==> src/rtl/vga_frame_capture.sv <==
// vga_frame_capture: VGA receive side. Tracks column/row from h_sync/v_sync,
// writes a WIN_W x WIN_H window of RGB332 pixels into the image RAM in raster
// order, and reports measured line length / lines per frame.
// Optional: define VGA_CAPTURE_CHECK_EN to compare the measured periods against
// LINE_PERIOD/FRAME_PERIOD, drive a sticky timing_err and abort a capture on mismatch.
module vga_frame_capture #(
  parameter int WIN_X        = 144,
  parameter int WIN_Y        = 35,
  parameter int WIN_W        = 200,
  parameter int WIN_H        = 200,
  parameter int LINE_PERIOD  = 800,
  parameter int FRAME_PERIOD = 525
) (
  input  logic        vga_clk,
  input  logic        rst_n,
  input  logic        h_sync_in,
  input  logic        v_sync_in,
  input  logic [7:0]  rgb_in,
  input  logic        arm,
  input  logic        cont,
  output logic        wr_en,
  output logic [15:0] wr_addr,
  output logic [7:0]  wr_data,
  output logic        busy,
  output logic        frame_done,
  output logic        frame_abort,
  output logic [10:0] line_len,
  output logic [9:0]  frame_lines,
  output logic        timing_err
);

  localparam logic [10:0] X_LO = 11'(WIN_X);
  localparam logic [10:0] X_HI = 11'(WIN_X + WIN_W - 1);
  localparam logic [9:0]  Y_LO = 10'(WIN_Y);
  localparam logic [9:0]  Y_HI = 10'(WIN_Y + WIN_H - 1);
  localparam logic [15:0] LAST = 16'(WIN_W * WIN_H - 1);

  typedef enum logic [1:0] {IDLE, WAIT_FRAME, CAPTURE} state_t;
  state_t state, state_nxt;

  logic        hs_q, vs_q;
  logic [10:0] col_q, col_cur;
  logic [9:0]  row_q, row_cur;
  logic        hs_rise, fs, in_win, last_wr, abort_now, mismatch;

  assign hs_rise = h_sync_in & ~hs_q;
  // v_sync only counts at a line start, so a frame always begins on row 1
  assign fs      = hs_rise & v_sync_in & ~vs_q;

  // Position of the pixel on the bus this cycle (column 1 = h_sync rise cycle)
  always_comb begin
    col_cur = (col_q == 11'h7FF) ? col_q : col_q + 11'd1;
    row_cur = row_q;
    if (hs_rise) begin
      col_cur = 11'd1;
      if (fs)                  row_cur = 10'd1;
      else if (row_q != 10'h3FF) row_cur = row_q + 10'd1;
    end
  end

  assign in_win     = (col_cur >= X_LO) && (col_cur <= X_HI) &&
                      (row_cur >= Y_LO) && (row_cur <= Y_HI);
  assign last_wr    = wr_en && (wr_addr == LAST);
  assign frame_done = last_wr;
  assign busy       = (state != IDLE);
  // Last write wins over a coincident frame start / period error
  assign abort_now  = (state == CAPTURE) && !last_wr && (fs || mismatch);

`ifdef VGA_CAPTURE_CHECK_EN
  logic line_seen, frame_seen;

  // First rise and first frame start after reset have no valid previous period
  assign mismatch = (hs_rise && line_seen  && (col_q != 11'(LINE_PERIOD))) ||
                    (fs      && frame_seen && (row_q != 10'(FRAME_PERIOD)));

  // Period checker history and sticky error
  always_ff @(posedge vga_clk or negedge rst_n) begin
    if (!rst_n) begin
      line_seen  <= 1'b0;
      frame_seen <= 1'b0;
      timing_err <= 1'b0;
    end else begin
      line_seen  <= line_seen | hs_rise;
      frame_seen <= frame_seen | fs;
      timing_err <= timing_err | mismatch;
    end
  end
`else
  assign mismatch   = 1'b0;
  assign timing_err = 1'b0;
`endif

  // Sync edge detection, raster counters and period measurement
  always_ff @(posedge vga_clk or negedge rst_n) begin
    if (!rst_n) begin
      hs_q        <= 1'b0;
      vs_q        <= 1'b0;
      col_q       <= '0;
      row_q       <= '0;
      line_len    <= '0;
      frame_lines <= '0;
    end else begin
      hs_q  <= h_sync_in;
      col_q <= col_cur;
      row_q <= row_cur;
      if (hs_rise) begin
        vs_q     <= v_sync_in;
        line_len <= col_q;
      end
      if (fs) frame_lines <= row_q;
    end
  end

  // Capture FSM state register
  always_ff @(posedge vga_clk or negedge rst_n) begin
    if (!rst_n) state <= IDLE;
    else        state <= state_nxt;
  end

  // Capture FSM next state
  always_comb begin
    state_nxt = state;
    unique case (state)
      IDLE:       if (arm) state_nxt = WAIT_FRAME;
      WAIT_FRAME: if (fs)  state_nxt = CAPTURE;
      CAPTURE: begin
        if (last_wr)       state_nxt = cont ? WAIT_FRAME : IDLE;
        else if (mismatch) state_nxt = WAIT_FRAME;
      end
      default:             state_nxt = IDLE;
    endcase
  end

  // Write port: one-cycle registered copy of in-window pixels, running address
  always_ff @(posedge vga_clk or negedge rst_n) begin
    if (!rst_n) begin
      wr_en       <= 1'b0;
      wr_data     <= '0;
      wr_addr     <= '0;
      frame_abort <= 1'b0;
    end else begin
      wr_en       <= (state == CAPTURE) && (state_nxt == CAPTURE) && in_win;
      wr_data     <= rgb_in;
      frame_abort <= abort_now;
      if (((state == WAIT_FRAME) && fs) || abort_now) wr_addr <= '0;
      else if (wr_en)                                  wr_addr <= last_wr ? '0 : wr_addr + 16'd1;
    end
  end

endmodule

==> config.mk <==
export PLATFORM = sky130hd
export DESIGN_NAME = vga_frame_capture
export DESIGN_NICKNAME = d
export VERILOG_FILES = /design/src/rtl/vga_frame_capture.sv
export SDC_FILE = /design/constraint.sdc
export NUM_CORES = 1
export LEC_CHECK = 0
export ABC_AREA = 1
export BUFFER_PORTS_ARGS = -buffer_cell sky130_fd_sc_hd__buf_2
export CAP_MARGIN = 20
export CORE_UTILIZATION = 35
export CTS_BUF_LIST = sky130_fd_sc_hd__clkbuf_4
export DETAILED_ROUTE_END_ITERATION = 10
export PLACE_DENSITY = 0.66
export SYNTH_ARGS = -nofsm -noshare
export SYNTH_HDL_FRONTEND = slang
export SYNTH_SLANG_ARGS = --single-unit
==> constraint.sdc <==
create_clock -name vga_clk -period 4.8 [get_ports vga_clk]
set_input_delay 0.96 -clock vga_clk [delete_from_list [all_inputs] [get_ports vga_clk]]
set_output_delay 0.96 -clock vga_clk [all_outputs]
set_load 0.01 [all_outputs]
==> summary.md <==
| Metric | Value |
|---|---|
| Outcome | `complete, no violations` |
| Die Y | `103.4 um` |
| Synth Area in Compound Gates | `0.09812` |
| Max Cap Viol | `0` |
| Initial cell density of the core | `0.3645` |
| Worst setup path class | `reg2out` |
| Vias in the first global route | `between 2000 and 3000` |
| Total wire length | `about 8 mm` |
| Dpl cell area | `0.004034 sq mm` |
| 1st-iter DRT viols | `128` |
| Fin Setup TNS | `0 ns` |
| Avg Cell Area, Syn | `7.956 sq um` |
| Hold-fix buffers at CTS | `0` |
| Crit. End Element | `output port` |
| Core area | `0.009864 sq mm` |
| Asr flop ratio synth | `1.000` |
| Yosys reg bits | `72` |
| Critical path required time | `3.84 ns` |
| Placer Congestion | `0.8784` |
| Crit Path Max Fanout | `11` |
| Count of cells resized by post-cts repair | `0` |
| H-tree depth | `3` |
| Clk buf depth | `2` |
| Fin nets | `534` |
| Row count | `36` |
| Tcrit/Tclk final | `0.6624` |
| DRT Pass-1 Iters | `4` |
| Synth warn | `0` |
| Setup crit start kind | `flop` |
| Largest net degree at the start of global routing | `40` |
| Post-synth EDFFs | `0` |
| Max-slew violation count | `0` |
| Final non-filler cell total | `655` |
| Clk root buf | `clkbuf_4` |
| Final setup fails | `0` |
| Full die area | `0.01068 sq mm` |
| Clock-pin slew on the worst setup and hold paths | `0.13 ns` |
| Layout cells sized above 1 | `0.1916` |
| Yosys cell types | `37` |
| First-pass GRT wire length | `13.80 mm` |
| Sequential area share after synthesis | `0.5010` |
| Final Instance Area | `about 0.0042 sq mm` |
| Dpl ws | `approximately 2.0 ns` |
| Actual slew at the worst max-slew pin | `0.7450 ns` |
| Largest family of logic cells by synthesized area | `simple AND/OR/NAND/NOR gates` |
| FMAX | `between 0.3 and 0.4 GHz` |
| Placed insts | `approximately 640` |
| Clock latency on the worst-skew pair | `roughly 0.42 ns` |
| Setup bufs post-CTS | `0` |
| Synth-to-layout area growth | `17.40%` |
| # fillers | `1008` |
| Register-to-register setup slack | `2.44 ns` |
| Multiplexer share of the synthesized area | `0` |
| Unrepaired setup endpoints after global routing | `no` |
| Worst EP arrival | `2.22 ns` |
| Lkg Pwr | `about 2.2 nW` |
| Dominant synthesized flop cell | `dfrtp_1` |
| Die width | `103.4 um` |
| Sink Count | `72` |
| Hold Fails Final Rpt | `0` |
| Final ANT Viol Nets | `0` |
| Count leader, synth | `nand2_1` |
| Setup ws final | `1.620 ns` |
| Syn Nets | `469` |
| Share of the synthesized area in the top cell type | `0.5010` |
| CTS tree | `built` |
| Final clock skew | `0.01525 ns` |
| Synth top cells by count | `113 x nand2_1, 72 x dfrtp_1, 59 x inv_1` |
| Hold Slack | `0.4948 ns` |
| Syn Inst Count | `452` |
| CTS Buf Count | `9` |
| Total grt overflow | `0` |
| Ant diodes | `0` |
| Top-Level Pins | `64` |
| Vias | `3126` |
| Vias per inst | `4.773` |
| Simple-gate share of the synthesized area | `0.2916` |
| Maximum vdd drop | `0.1688 mV` |
| Buffers on Ports | `62` |
| Slew margin rel. | `0.5033` |
| Cell Pwr Density | `350.8 mW/mm^2` |
| Post-Syn Area | `0.003596 sq mm` |
| HPWL after DPL | `6.041 mm` |
| Yosys top cell by area | `dfrtp_1` |
| Post-synthesis xor/xnor area fraction | `0.01705` |
| Synth top area cells | `dfrtp_1 50%, nand2_1 12%, inv_1 6.2%, nand3_1 5.7%, nor2_1 4.5%` |
| Fin crit period | `around 3.2 ns` |
| Total track usage | `0.1683` |
| DRC viols | `0` |
| Adder-cell area share of the yosys netlist | `0.01044` |
| DR WL/cell | `approximately 12 um` |
| Initial antenna violation count | `0` |
| Hold/Removal Path Class | `reg2reg` |
sequential cells by signal, indices dropped and copies added, names as in the netlist:
register / count
frame_abort: 1
hs_q: 1
col_q: 11
vs_q: 1
line_len: 11
wr_data: 8
wr_addr: 16
frame_lines: 10
row_q: 10
wr_en: 1
state: 2
worst max-delay path: stages, from the launching register on:
cell and delay [ns]:
dfrtp_1 0.43, ha_1 0.19, nand2_1 0.11, nor3_2 0.24
nand3_1 0.40, inv_1 0.28, buf_2 0.17
layout by cell type (no fill, tap or decap):
cell type | netlist | routed
a21boi_1 | 1 | 1
a21oi_1 | 13 | 13
a21oi_2 | 4 | 4
a22o_1 | 2 | 2
a31oi_1 | 1 | 1
buf_2 | 1 | 62
buf_4 | 1 | 1
bufinv_16 | 0 | 3
clkbuf_4 | 0 | 9
clkinv_1 | 1 | 1
clkinv_2 | 0 | 1
clkinv_4 | 0 | 2
clkinvlp_4 | 0 | 1
conb_1 | 1 | 1
dfrtp_1 | 72 | 72
ha_1 | 3 | 3
inv_1 | 59 | 59
inv_2 | 5 | 5
nand2_1 | 113 | 113
nand2_2 | 2 | 2
nand2_4 | 1 | 1
nand3_1 | 41 | 41
nand3_2 | 1 | 1
nand3_4 | 1 | 1
nand3b_1 | 1 | 1
nand4_1 | 13 | 13
nor2_1 | 43 | 43
nor2_2 | 3 | 3
nor2_4 | 2 | 2
nor3_1 | 10 | 10
nor3_2 | 2 | 2
nor4_1 | 1 | 1
o211ai_1 | 1 | 1
o21a_1 | 3 | 3
o21ai_0 | 28 | 28
o21ai_1 | 5 | 5
o311ai_0 | 2 | 2
o41ai_1 | 1 | 1
xnor2_1 | 2 | 2
xor2_1 | 5 | 5
worst paths after layout:
check | start | end | cells past startpoint
max reg2reg | wr_addr[1] | wr_addr[14] | 9
max | wr_addr[1] | frame_done | 6
min reg2reg | line_len[10] | line_len[10] | 2
min in group asynchronous | rst_n | wr_addr[15] | 1
max in group asynchronous | rst_n | row_q[1] | 2
min | line_len[10] | line_len[10] | 2
power breakdown:
part	leakage (nW)	switching, mW	internal (mW)	total, mW
Combinational	1.13	0.161	0.0945	0.255
Sequential	0.943	0.0609	0.673	0.734
Clock	0.0961	0.228	0.264	0.492
Total	2.17	0.449	1.03	1.48
kinds of logic (layout without fill, tap and decap cells):
kind of cell,after synthesis,after routing
DFF,72,72
xor gates and xnor gates,7,7
other,1,1
and+or+nand+nor,234,234
AOI/OAI and AO/OA,61,61
adders and majority gates,3,3
buffers and inverters,74,144
per-layer routing:
metal / vias up / track usage / part of all wire
met5: - / 0 / 0
met4: 0 / 0.04875 / 0.0090
met3: 9 / 0.05175 / 0.061
met2: 89 / 0.2695 / 0.46
met1: 1439 / 0.2196 / 0.47
li1: 1589 / - / -
final cells by class:
class,instances,area [sq um],share of cell area
sequential,72,1802,0.4268
tap,133,166.4,0.03942
clock buffer,9,67.56,0.01600
multi-input combinational,306,1504,0.3563
clock inverter,7,120.1,0.02845
inverter,65,244.0,0.05779
timing repair buffer,63,317.8,0.07528
through the flow:
stage          utilization  total power, mW
2_1_floorplan            -           0.9019
5_1_grt             0.4280            1.575
6_report            0.4280            1.481
4_1_cts             0.4280            1.504
3_5_place_dp        0.4089            1.001
3_3_place_gp        0.4089           0.9958
Note: power is estimated with default switching activity, not from simulation.
